`config.mk`:
```
export PLATFORM = sky130hd
export DESIGN_NAME = lockstep_mode_ctrl
export DESIGN_NICKNAME = d
export VERILOG_FILES = /design/src/rtl/lockstep_mode_ctrl.sv
export SDC_FILE = /design/constraint.sdc
export NUM_CORES = 1
export LEC_CHECK = 0
export CORE_UTILIZATION = 35
export DETAILED_ROUTE_END_ITERATION = 10
export SLEW_MARGIN = 20
export SYNTH_ARGS = -nofsm -noshare
export SYNTH_HDL_FRONTEND = slang
export SYNTH_SLANG_ARGS = --single-unit
```
`constraint.sdc`:
```
create_clock -name clk_i -period 3 [get_ports clk_i]
set_input_delay 0.45 -clock clk_i [delete_from_list [all_inputs] [get_ports clk_i]]
set_output_delay 0.45 -clock clk_i [all_outputs]
set_load 0.02 [all_outputs]
```
`src/rtl/lockstep_mode_ctrl.sv`:
```
// Lockstep mode sequencer: a peripheral-bus register block that moves core pairs into and
// out of lockstep, switching only when every core of the selected pairs meets at a barrier.
module lockstep_mode_ctrl #(
  parameter int NUM_CORES = 8,
  parameter int NUM_PAIRS = NUM_CORES / 2,
  parameter int ID_WIDTH  = 2,
  parameter int TO_WIDTH  = 16
) (
  input  logic                 clk_i,
  input  logic                 rst_ni,
  input  logic                 req_i,
  input  logic [31:0]          add_i,
  input  logic                 wen_i,
  input  logic [31:0]          wdata_i,
  input  logic [3:0]           be_i,
  input  logic [ID_WIDTH-1:0]  id_i,
  output logic                 gnt_o,
  output logic                 r_valid_o,
  output logic                 r_opc_o,
  output logic [ID_WIDTH-1:0]  r_id_o,
  output logic [31:0]          r_rdata_o,
  input  logic [NUM_CORES-1:0] barrier_matched_i,
  output logic                 lockstep_mode_o,
  output logic [NUM_PAIRS-1:0] lockstep_pairs_o,
  output logic                 irq_o
);

  typedef enum logic [1:0] {
    IDLE     = 2'd0,
    SYNC_IN  = 2'd1,
    LOCKED   = 2'd2,
    SYNC_OUT = 2'd3
  } state_e;

  state_e                state_q, state_d;
  logic [NUM_PAIRS-1:0]  mask_q, mask_d;
  logic [TO_WIDTH-1:0]   timeout_q, timeout_d;
  logic [TO_WIDTH-1:0]   cnt_q, cnt_d, cnt_inc;
  logic [7:0]            errcnt_q, errcnt_d;
  logic                  irq_q;
  logic                  r_valid_q, r_opc_q, r_opc_d;
  logic [ID_WIDTH-1:0]   r_id_q;
  logic [31:0]           r_rdata_q, r_rdata_d;

  logic [3:0]            reg_sel;
  logic                  wr_en, rd_en, ctrl_wr, cmd_enter, cmd_exit;
  logic                  enter_ok, exit_ok, ctrl_bad, bad_addr;
  logic [NUM_PAIRS-1:0]  cmd_mask;
  logic [NUM_CORES-1:0]  core_mask;
  logic                  in_sync, sync_match, to_fire;
  logic [31:0]           be_bits, status_word;
  logic                  unused_bits;

  assign unused_bits = ^{add_i, wdata_i, be_i};

  assign reg_sel   = add_i[5:2];
  assign wr_en     = req_i & ~wen_i;
  assign rd_en     = req_i & wen_i;
  assign ctrl_wr   = wr_en && (reg_sel == 4'd0);
  assign cmd_enter = wdata_i[0];
  assign cmd_exit  = wdata_i[1];
  assign cmd_mask  = wdata_i[NUM_PAIRS+7:8];

  assign enter_ok = ctrl_wr && cmd_enter && !cmd_exit && (state_q == IDLE) && (|cmd_mask);
  assign exit_ok  = ctrl_wr && cmd_exit && !cmd_enter && (state_q == LOCKED);
  assign ctrl_bad = ctrl_wr && (cmd_enter || cmd_exit) && !enter_ok && !exit_ok;
  assign bad_addr = req_i && (reg_sel > 4'd3);

  // Each pair bit qualifies both of its cores; unmasked cores always read as matched.
  for (genvar p = 0; p < NUM_PAIRS; p++) begin : g_core_mask
    assign core_mask[2*p +: 2] = {2{mask_q[p]}};
  end

  assign in_sync    = (state_q == SYNC_IN) || (state_q == SYNC_OUT);
  assign sync_match = &(barrier_matched_i | ~core_mask);
  assign cnt_inc    = cnt_q + 1'b1;
  // A match in the same cycle suppresses the timeout.
  assign to_fire    = in_sync && !sync_match && (timeout_q != '0) && (cnt_inc == timeout_q);

  // FSM: state register
  always_ff @(posedge clk_i or negedge rst_ni) begin
    if (!rst_ni) state_q <= IDLE;
    // NOTE: sequential state uses non-blocking <= so every flop samples pre-edge values.
    else         state_q <= state_d;
  end

  // FSM: next-state logic
  always_comb begin
    // NOTE: default assignment first so no path leaves state_d unassigned (no latch).
    state_d = state_q;
    unique case (state_q)
      IDLE:     if (enter_ok)   state_d = SYNC_IN;
      SYNC_IN:  if (sync_match) state_d = LOCKED;
                else if (to_fire) state_d = IDLE;
      LOCKED:   if (exit_ok)    state_d = SYNC_OUT;
      SYNC_OUT: if (sync_match) state_d = IDLE;
                else if (to_fire) state_d = LOCKED;
      default:  state_d = IDLE;
    endcase
  end

  // FSM: outputs; pairs stay enabled until the exit handshake completes.
  always_comb begin
    lockstep_pairs_o = '0;
    lockstep_mode_o  = 1'b0;
    if ((state_q == LOCKED) || (state_q == SYNC_OUT)) begin
      lockstep_pairs_o = mask_q;
      lockstep_mode_o  = |mask_q;
    end
  end

  assign be_bits = {{8{be_i[3]}}, {8{be_i[2]}}, {8{be_i[1]}}, {8{be_i[0]}}};

  always_comb begin
    status_word                  = '0;
    status_word[1:0]             = state_q;
    status_word[NUM_PAIRS+7:8]   = mask_q;

    mask_d    = enter_ok ? cmd_mask : mask_q;
    cnt_d     = (in_sync && !sync_match && !to_fire) ? cnt_inc : '0;

    timeout_d = timeout_q;
    if (wr_en && (reg_sel == 4'd2))
      timeout_d = (timeout_q & ~be_bits[TO_WIDTH-1:0]) | (wdata_i[TO_WIDTH-1:0] & be_bits[TO_WIDTH-1:0]);

    errcnt_d = errcnt_q;
    if (wr_en && (reg_sel == 4'd3))       errcnt_d = '0;
    else if (to_fire && errcnt_q != 8'hFF) errcnt_d = errcnt_q + 8'd1;

    r_rdata_d = '0;
    if (rd_en) begin
      unique case (reg_sel)
        4'd1:    r_rdata_d = status_word;
        4'd2:    r_rdata_d[TO_WIDTH-1:0] = timeout_q;
        4'd3:    r_rdata_d[7:0] = errcnt_q;
        default: r_rdata_d = '0;
      endcase
    end
    r_opc_d = bad_addr || ctrl_bad;
  end

  always_ff @(posedge clk_i or negedge rst_ni) begin
    if (!rst_ni) begin
      mask_q    <= '0;
      timeout_q <= '0;
      cnt_q     <= '0;
      errcnt_q  <= '0;
      irq_q     <= 1'b0;
      r_valid_q <= 1'b0;
      r_opc_q   <= 1'b0;
      r_id_q    <= '0;
      r_rdata_q <= '0;
    end else begin
      mask_q    <= mask_d;
      timeout_q <= timeout_d;
      cnt_q     <= cnt_d;
      errcnt_q  <= errcnt_d;
      irq_q     <= to_fire;
      r_valid_q <= req_i;
      r_opc_q   <= req_i & r_opc_d;
      r_rdata_q <= r_rdata_d;
      if (req_i) r_id_q <= id_i;
    end
  end

  assign gnt_o     = req_i;
  assign r_valid_o = r_valid_q;
  assign r_opc_o   = r_opc_q;
  assign r_id_o    = r_id_q;
  assign r_rdata_o = r_rdata_q;
  assign irq_o     = irq_q;

endmodule

```
After elaboration in Yosys (flattened, before gate mapping)
Cells that the tools add are included.
Storage, ports and cells
  register bits: 83
  bits of input ports: 82
  output and inout bits: 43
  word-level logic and storage cells: 87
Cells by class
  $add $sub $neg: 2
  $lt $le $gt $ge: 1
  equality and inequality tests: 12
  muxes and demuxes: 15
  bitwise operators: 10
  reductions and logical operators: 37
Operators with widths (count)
  16-bit bitwise AND: 2
  16-bit 2-to-1 mux: 2
  8-bit one-hot mux with 3 select lines: 1
  1-bit logical AND: 19
  16-bit by 1-bit adder with 16-bit output (second input constant): 1
  16-bit equality test: 1
  8-bit 2-to-1 mux: 2
  16-bit NOT: 1
  16-bit bitwise OR: 1
  8-bit one-hot mux with 2 select lines: 1
  16-bit nonzero test: 1
  2-bit 2-to-1 mux: 6
  8-bit by 1-bit adder with 8-bit output (second input constant): 1
  4-bit by 2-bit equality test with 1-bit output (second input constant): 2
  8-bit inequality test (second input constant): 1
  8-bit NOT: 1
  8-bit bitwise OR: 1
  2-bit one-hot mux with 4 select lines: 1
  8-bit AND reduction: 1
  4-bit OR reduction: 2
  1-bit zero test: 6
  3-bit inequality test (second input constant): 2
  2-bit equality test (second input constant): 2
  4-bit by 1-bit equality test with 1-bit output (second input constant): 1
  12 further kinds: 18

Logic depth before layout (Yosys ltp)
Gate-level depths: netlist (run 1).
  depth in word-level cells: 12
  gate-level depth with buffers: 12
  depth with buffers taken out: 8

Least setup slack after synthesis (run 1)
Ideal clock, no wire load.
  path kind: flip-flop to flip-flop
  from: register cnt_q[0]
  to: register cnt_q[12]
  setup time: 119 ps
  data arrival time: 2293 ps
  required time: 2881 ps
  path slack: 588 ps
  stages on the path, launching flop included: 13
  path buffers: 4
  clock period less this slack: 2412 ps
  path through: dfrtp_1 > ha_1 > buf_4 > nand3_1 > buf_6 > nor4_2 > mux2i_1 > and4bb_1 > nand4_1 > nand2b_1 > buf_2 > buf_4 > nor2_1
On the way
  word-level cells in the longest chain between the ends: 6
Ends and longest elaborated chain
  start: declaration: line 38  | logic [TO_WIDTH-1:0] cnt_q, cnt_d, cnt_inc;
  start signal: assignment: line 156  | cnt_q <= cnt_d;
  16-bit by 1-bit adder with 16-bit output (*): line 76  | assign cnt_inc = cnt_q + 1'b1;
  16-bit equality test: line 78  | assign to_fire = in_sync && !sync_match && (timeout_q != '0) && (cnt_inc == timeout_q);
  1-bit logical AND: line 78
  1-bit zero test: line 120  | cnt_d = (in_sync && !sync_match && !to_fire) ? cnt_inc : '0;
  1-bit logical AND: line 120
  16-bit 2-to-1 mux (*): line 120
  via cnt_d[12]: line 38
The timed path passes the listed nets; every way through them passes the cells marked *.
A chain may end at the register's enable or synchronous reset.

Worst setup path in the final report (run 1)
  from: register cnt_q[3]
  to: register errcnt_q[7]
On the way
  word-level cells in the longest chain between the ends: 5
Ends and longest elaborated chain
  16-bit by 1-bit adder with 16-bit output: line 76
  16-bit equality test: line 78
  1-bit logical AND: line 78
  1-bit logical AND: line 128  | else if (to_fire && errcnt_q != 8'hFF) errcnt_d = errcnt_q + 8'd1;
  2-bit nonzero test (no line)
  end signal: assignment: line 157  | errcnt_q <= errcnt_d;
  end: declaration: line 39  | logic [7:0] errcnt_q, errcnt_d;
Every way passes these cells.

==> results.ini, run 1 <==
[floorplanning]
fp.coreArea_mm2=0.0109
start_util_pct=36.4
die_w_um=109
die_h_um=109
die_area_mm2=0.0118
placement_rows=38
io_pins=125

[timing]
finalSetupTns_ns=0
max-slew-margin-rel_pct=64.4
rsz0062_at_grt=no
hold_ws_ns=0.114
finalCriticalPeriod_ns=2.74
fin_crit_sh_pct=91.3
fin_worst_skew_ns=0.00487
hold_violations=0
fmax_mhz=365
tightest_slew_ns=0.534
finalMaxSlewViolations=0
setup_viol=0

[cells_and_area]
postLayoutCoreUtil_pct=45.4
multi_input_area_mm2=0.00207
area_growth_pct=24.9
stdcell_area_mm2=0.00497
num_antenna_cells=0
fill_cells=1070
drive_above_1_share_pct=14.3
fin_nets=549
layout_common_cells=dfrtp_1 (67), clkdlybuf4s50_1 (61), nor2_1 (45), mux2_2 (25), nand2_1 (23)
regArea_mm2=0.00168
final_common_cell=dfrtp_1

[logic_synthesis]
yosys_warnings=0
synth_top_area_share_pct=42.2
synthCells=402
synth_compound_area_share_pct=9.47
ys.flop_type=dfrtp_1
synth_xor_xnor_area_share_pct=5.29
synth_top_family_by_area=simple AND/OR/NAND/NOR gates
yosys.area_share.simple_pct=24.7
synth_cell_type_count=58
ys_seq_area_share_pct=42.2
synthTopCellsByArea=dfrtp_1 (42%), mux2_2 (7.1%), buf_4 (4.5%)
async_reset_ff_share_pct=100
netlist_area_mm2=0.00398
avgSynthCellArea_um2=9.89
yosysTopAreaCell=dfrtp_1
synth_fa_ha_area_share_pct=0.629
ys_ff_latch=67
muxShareOfSynthArea_pct=10.6
synth-edff-count=0

[cts]
root_buffer=clkbuf_16
post_cts_buffers=0
cts_buffers=9
clock_latency_ns=0.34
cts_tree=yes
hold_buffers=0
path_clk_slew_ns=0.06
htree_levels=3
clock_path_buffers=2
cts-resized-gates=0
cts.sinks=67

[power]
cellLeakagePower_nw=2.12
swShare_pct=25.4
pwr-share-clk_pct=44.7
powerDensity_mw_per_mm2=484
seqPwrFrac_pct=42.3
p_comb_share_pct=13.0
netSwitchingPower_mw=0.610
p_int_mw=1.79
ir_worst_vdd_uv=235

[drt]
drt-initial-drc-count=172
drc=0
drt_pass1_iterations=5
wl_um=9520
post_drt_via_cell_ratio=5.22
postRouteAntennaNets=0
vias=3182
routedWlPerCell_um=15.6

[grt]
grt_pass1_vias=3112
grt_max_degree=43
grt_pass1_wl_um=15700
grt_remaining_overflow=0
grt_util_all_layers_pct=17.6
antenna_found_initial=0

[critical_path]
startpoint=cnt_q[3]
crit_arrival_ns=3.00
crit_type=reg2reg
endpoint_kind=flip-flop
worstReg2RegStart=cnt_q[3]
critical_path.max_fanout=9
cp-start-kind=flip-flop
required_ns=3.26

[hold_path]
hold_class=in2async

[placed_design]
dpl_cell_area_mm2=0.00466
gp_congestion=0.928
hpwl_um=7180
port_buffers=62

[outcome]
run_status=completed

[flow_run]
cap_violations=0

==> metal layers <==
metal / track usage (%) / vias to the layer above / wire, um
li1: - / 1545 / -
met2: 27.1 / 103 / 4370
met4: 7.82 / 0 / 200
met1: 23.4 / 1518 / 4450
met5: 0 / - / 0
met3: 4.28 / 16 / 508
==> kinds of logic (layout without fill, tap and decap cells) <==
kind of cell               after synthesis  after routing
DFF                                     67             67
AOI/OAI and AO/OA                       53             53
muxes                                   39             39
and+or+nand+nor                        172            172
xor gates and xnor gates                24             24
adders and majority gates                2              2
buffers and inverters                   44             97
other                                    1             16
==> power by group through the flow <==
stage | registers, mW | logic [mW] | clock network (mW)
2_1_floorplan | 1.00 | 0.210 | 0
3_3_place_gp | 1.03 | 0.307 | 0
3_5_place_dp | 1.03 | 0.313 | 0
4_1_cts | 1.02 | 0.314 | 1.09
5_1_grt | 1.03 | 0.346 | 1.13
6_report | 1.02 | 0.312 | 1.07
==> Yosys cell counts (all sizes together), types with 2 or more instances <==
library cell,number
dfrtp,67
nor2,45
buf,32
mux2,25
nand2,23
nand3,16
nand4,16
xnor2,16
mux2i,14
nor4,13
nand2b,10
o21ai,10
nor2b,9
a21oi,8
and2,8
and3,8
nor3,8
xor2,8
a21boi,6
a22oi,6
and4,6
clkbuf,6
inv,6
a31oi,3
o2111ai,3
and4bb,2
ha,2
nand3b,2
o22ai,2
or2,2
or4,2
==> path summary, 6_finish.rpt <==
path                                 endpoint  cells after the start  slack, ns
max in group asynchronous            cnt_q[6]                      2       2.42
worst max register to register    errcnt_q[7]                      7       0.26
worst min register to register      r_id_o[0]                      1       0.52
worst max-delay path              errcnt_q[7]                      7       0.26
min in group clk_i                  r_id_o[0]                      1       0.52
worst min-delay path            r_rdata_o[14]                      2       0.11
==> metrics by stage <==
step                      worst slack (ns)  cells  power [mW]
final                                0.262    610        2.40
after floorplan                      0.588    417        1.21
after global placement               0.304    594        1.34
after global routing                0.0847    610        2.51
after detailed placement             0.275    594        1.35
after CTS                            0.265    610        2.43
==> worst max-delay path, stage by stage, from the launching register on <==
cell      delay (ns)
dfrtp_1         0.52
nand4_2         0.37
nor3_1          0.44
mux2i_1         0.30
and4bb_1        0.24
nand4_1         0.24
or3_1           0.41
a21oi_1         0.14
==> final cells by class <==
cell class	instances	area share [%]
multi-input combinational	306	41.8
timing repair buffer	75	14.4
sequential	67	33.8
clock inverter	4	0.982
inverter	6	0.453
tap	140	3.53
clock buffer	12	5.16
(Power assumes the default switching activity.)
==> run 2: changes to the inputs <==
--- a/config.mk
+++ b/config.mk
@@ -7,6 +7,7 @@
 export LEC_CHECK = 0
 export CORE_UTILIZATION = 35
 export DETAILED_ROUTE_END_ITERATION = 10
+export RECOVER_POWER = 25
 export SLEW_MARGIN = 20
 export SYNTH_ARGS = -nofsm -noshare
 export SYNTH_HDL_FRONTEND = slang
==> run 2 against run 1 <==
Compared with the run above: the flow now finishes with violations (capacitance limit, slew limit); hold slack gained 0.41 ns; global-route usage is the same; sequential share of layout area grew 0.060 points; core utilization shrank 0.080 points; die area is the same.
==> results.ini, run 2 (synthesized netlist as in run 1, its figures left out) <==
[placed_design]
port_buffers=62  ; unchanged
gp_congestion=0.928  ; unchanged
hpwl_um=7180  ; unchanged
place_ws_ns=0.275  ; unchanged

[critical_path]
crit_arrival_ns=3.03  ; was 3.00 ns
timing.rr.end=errcnt_q[7]  ; unchanged
crit_type=reg2reg  ; unchanged
worstReg2RegStart=cnt_q[3]  ; unchanged
required_ns=3.26  ; about the same
endpoint_kind=flip-flop  ; unchanged
cp-start-kind=flip-flop  ; unchanged
reg2reg_slack_ns=0.23  ; was 0.26 ns
critical_path.max_fanout=9  ; unchanged
reg2regPathDepth=7  ; unchanged

[cells_and_area]
area_growth_pct=24.7  ; was 24.9%
fill_cells=1070  ; unchanged
drive_above_1_share_pct=13.6  ; was 14.3%
final_common_cell=dfrtp_1  ; unchanged
layout_common_cells=dfrtp_1 (67), clkdlybuf4s50_1 (61), nor2_1 (45), mux2_2 (25), nand2_1 (23)  ; unchanged
fin_nets=549  ; unchanged
multi_input_area_mm2=0.00207  ; unchanged
num_antenna_cells=0  ; unchanged
regArea_mm2=0.00168  ; unchanged

[timing]
fin_crit_sh_pct=92.2  ; was 91.3%
max-slew-margin-rel_pct=-48.7  ; was 64.4%
hold_violations=0  ; unchanged
finalMaxSlewViolations=43  ; was 0
rsz0062_at_grt=no  ; unchanged
tightest_slew_ns=2.23  ; was 0.534 ns
finalSetupTns_ns=0  ; unchanged
fmax_mhz=361  ; was 365 MHz
finalCriticalPeriod_ns=2.77  ; was 2.74 ns
setup_slack_ns=0.234  ; was 0.262 ns
hold_ws_ns=0.524  ; was 0.114 ns
setup_viol=0  ; unchanged
fin_worst_skew_ns=0.00468  ; was 0.00487 ns

[hold_path]
holdPathEnd=r_id_o[0]
whs_path_depth=1
hold_class=reg2reg  ; was in2async
min-delay-start=r_id_o[0]

[cts]
cts_buffers=9  ; unchanged
cts.sinks=67  ; unchanged
root_buffer=clkbuf_16  ; unchanged
hold_buffers=0  ; unchanged
post_cts_buffers=0  ; unchanged
clock_latency_ns=0.33  ; was 0.34 ns
cts-resized-gates=0  ; unchanged
path_clk_slew_ns=0.05  ; was 0.06 ns
clock_path_buffers=2  ; unchanged
cts_tree=yes  ; unchanged
htree_levels=3  ; unchanged

[floorplanning]
die_w_um=109  ; unchanged
die_area_mm2=0.0118  ; unchanged
fp.coreArea_mm2=0.0109  ; unchanged
io_pins=125  ; unchanged
die_h_um=109  ; unchanged
start_util_pct=36.4  ; unchanged
placement_rows=38  ; unchanged

[grt]
grt_util_all_layers_pct=17.6  ; unchanged
grt_pass1_vias=3112  ; unchanged
grt_max_degree=43  ; unchanged
grt_pass1_wl_um=15700  ; unchanged
antenna_found_initial=0  ; unchanged
grt_remaining_overflow=0  ; unchanged

[power]
powerDensity_mw_per_mm2=484  ; about the same
cellLeakagePower_nw=2.11  ; was 2.12 nW
ir_worst_vdd_uv=235  ; about the same

[drt]
top_layer_used=met4  ; unchanged
drt-initial-drc-count=215  ; was 172
dr_wl_met3_um=553  ; was 508 um
postRouteAntennaNets=0  ; unchanged
drt_pass1_iterations=4  ; was 5
wl_met2_um=4320  ; was 4370 um
drc=0  ; unchanged
post_drt_via_cell_ratio=5.25  ; was 5.22
vias=3204  ; was 3,182
routedWlPerCell_um=15.6  ; about the same
wl_um=9550  ; was 9520 um
wl_met1_um=4470  ; was 4450 um

[outcome]
run_status=finished, violations left  ; was completed
violations=capacitance limit, slew limit

[flow_run]
cap_violations=1  ; was 0

[run 2: worst max path at each step]
stage / from / to / slack (ns) / depth (start not counted)
global placement: cnt_q[1] / errcnt_q[7] / 0.30 / 8
finish: cnt_q[3] / errcnt_q[7] / 0.23 / 7
CTS: cnt_q[1] / errcnt_q[7] / 0.26 / 8
detailed placement: cnt_q[1] / errcnt_q[7] / 0.28 / 8
floorplan: cnt_q[0] / cnt_q[12] / 0.59 / 12
global route: cnt_q[3] / errcnt_q[7] / 0.08 / 8
[run 2: through the flow]
| stage | instances | area (um2) | utilization (%) | power, mW |
|---|---|---|---|---|
| floorplan | 417 | 4030 | - | 1.21 |
| global placement | 594 | 4660 | 42.6 | 1.34 |
| detailed placement | 594 | 4660 | 42.6 | 1.35 |
| CTS | 610 | 4970 | 45.4 | 2.43 |
| global route | 610 | 4960 | 45.3 | 2.50 |
| finish | 610 | 4960 | 45.3 | 2.40 |
[run 2: routing by layer]
metal | global-route usage (%) | vias to the layer above
met5 | 0 | -
met4 | 7.82 | 0
met3 | 4.28 | 16
met2 | 27.1 | 106
met1 | 23.4 | 1535
li1 | - | 1547
[run 2: critical path: stages, from the launching register on]
cell and delay (ns):
dfrtp_1 0.52, nand4_2 0.38, nor3_1 0.44, mux2i_1 0.31
and4bb_1 0.25, nand4_1 0.24, or3_1 0.41, a21oi_1 0.14
[run 2: cell type report]
cell class	count	share of cell area [%]
clock buffers	12	5.17
clock inverters	4	0.984
multi-input cells	306	41.8
inverters	6	0.454
well taps	140	3.53
repair buffers	75	14.2
flip-flops and latches	67	33.8
[run 2: power breakdown]
| group | leakage, nW | internal, mW | switching [mW] | total, mW |
|---|---|---|---|---|
| Combinational | 1.04 | 0.161 | 0.150 | 0.311 |
| Clock | 0.153 | 0.687 | 0.386 | 1.07 |
| Sequential | 0.915 | 0.945 | 0.0725 | 1.02 |
| Total | 2.11 | 1.79 | 0.608 | 2.40 |
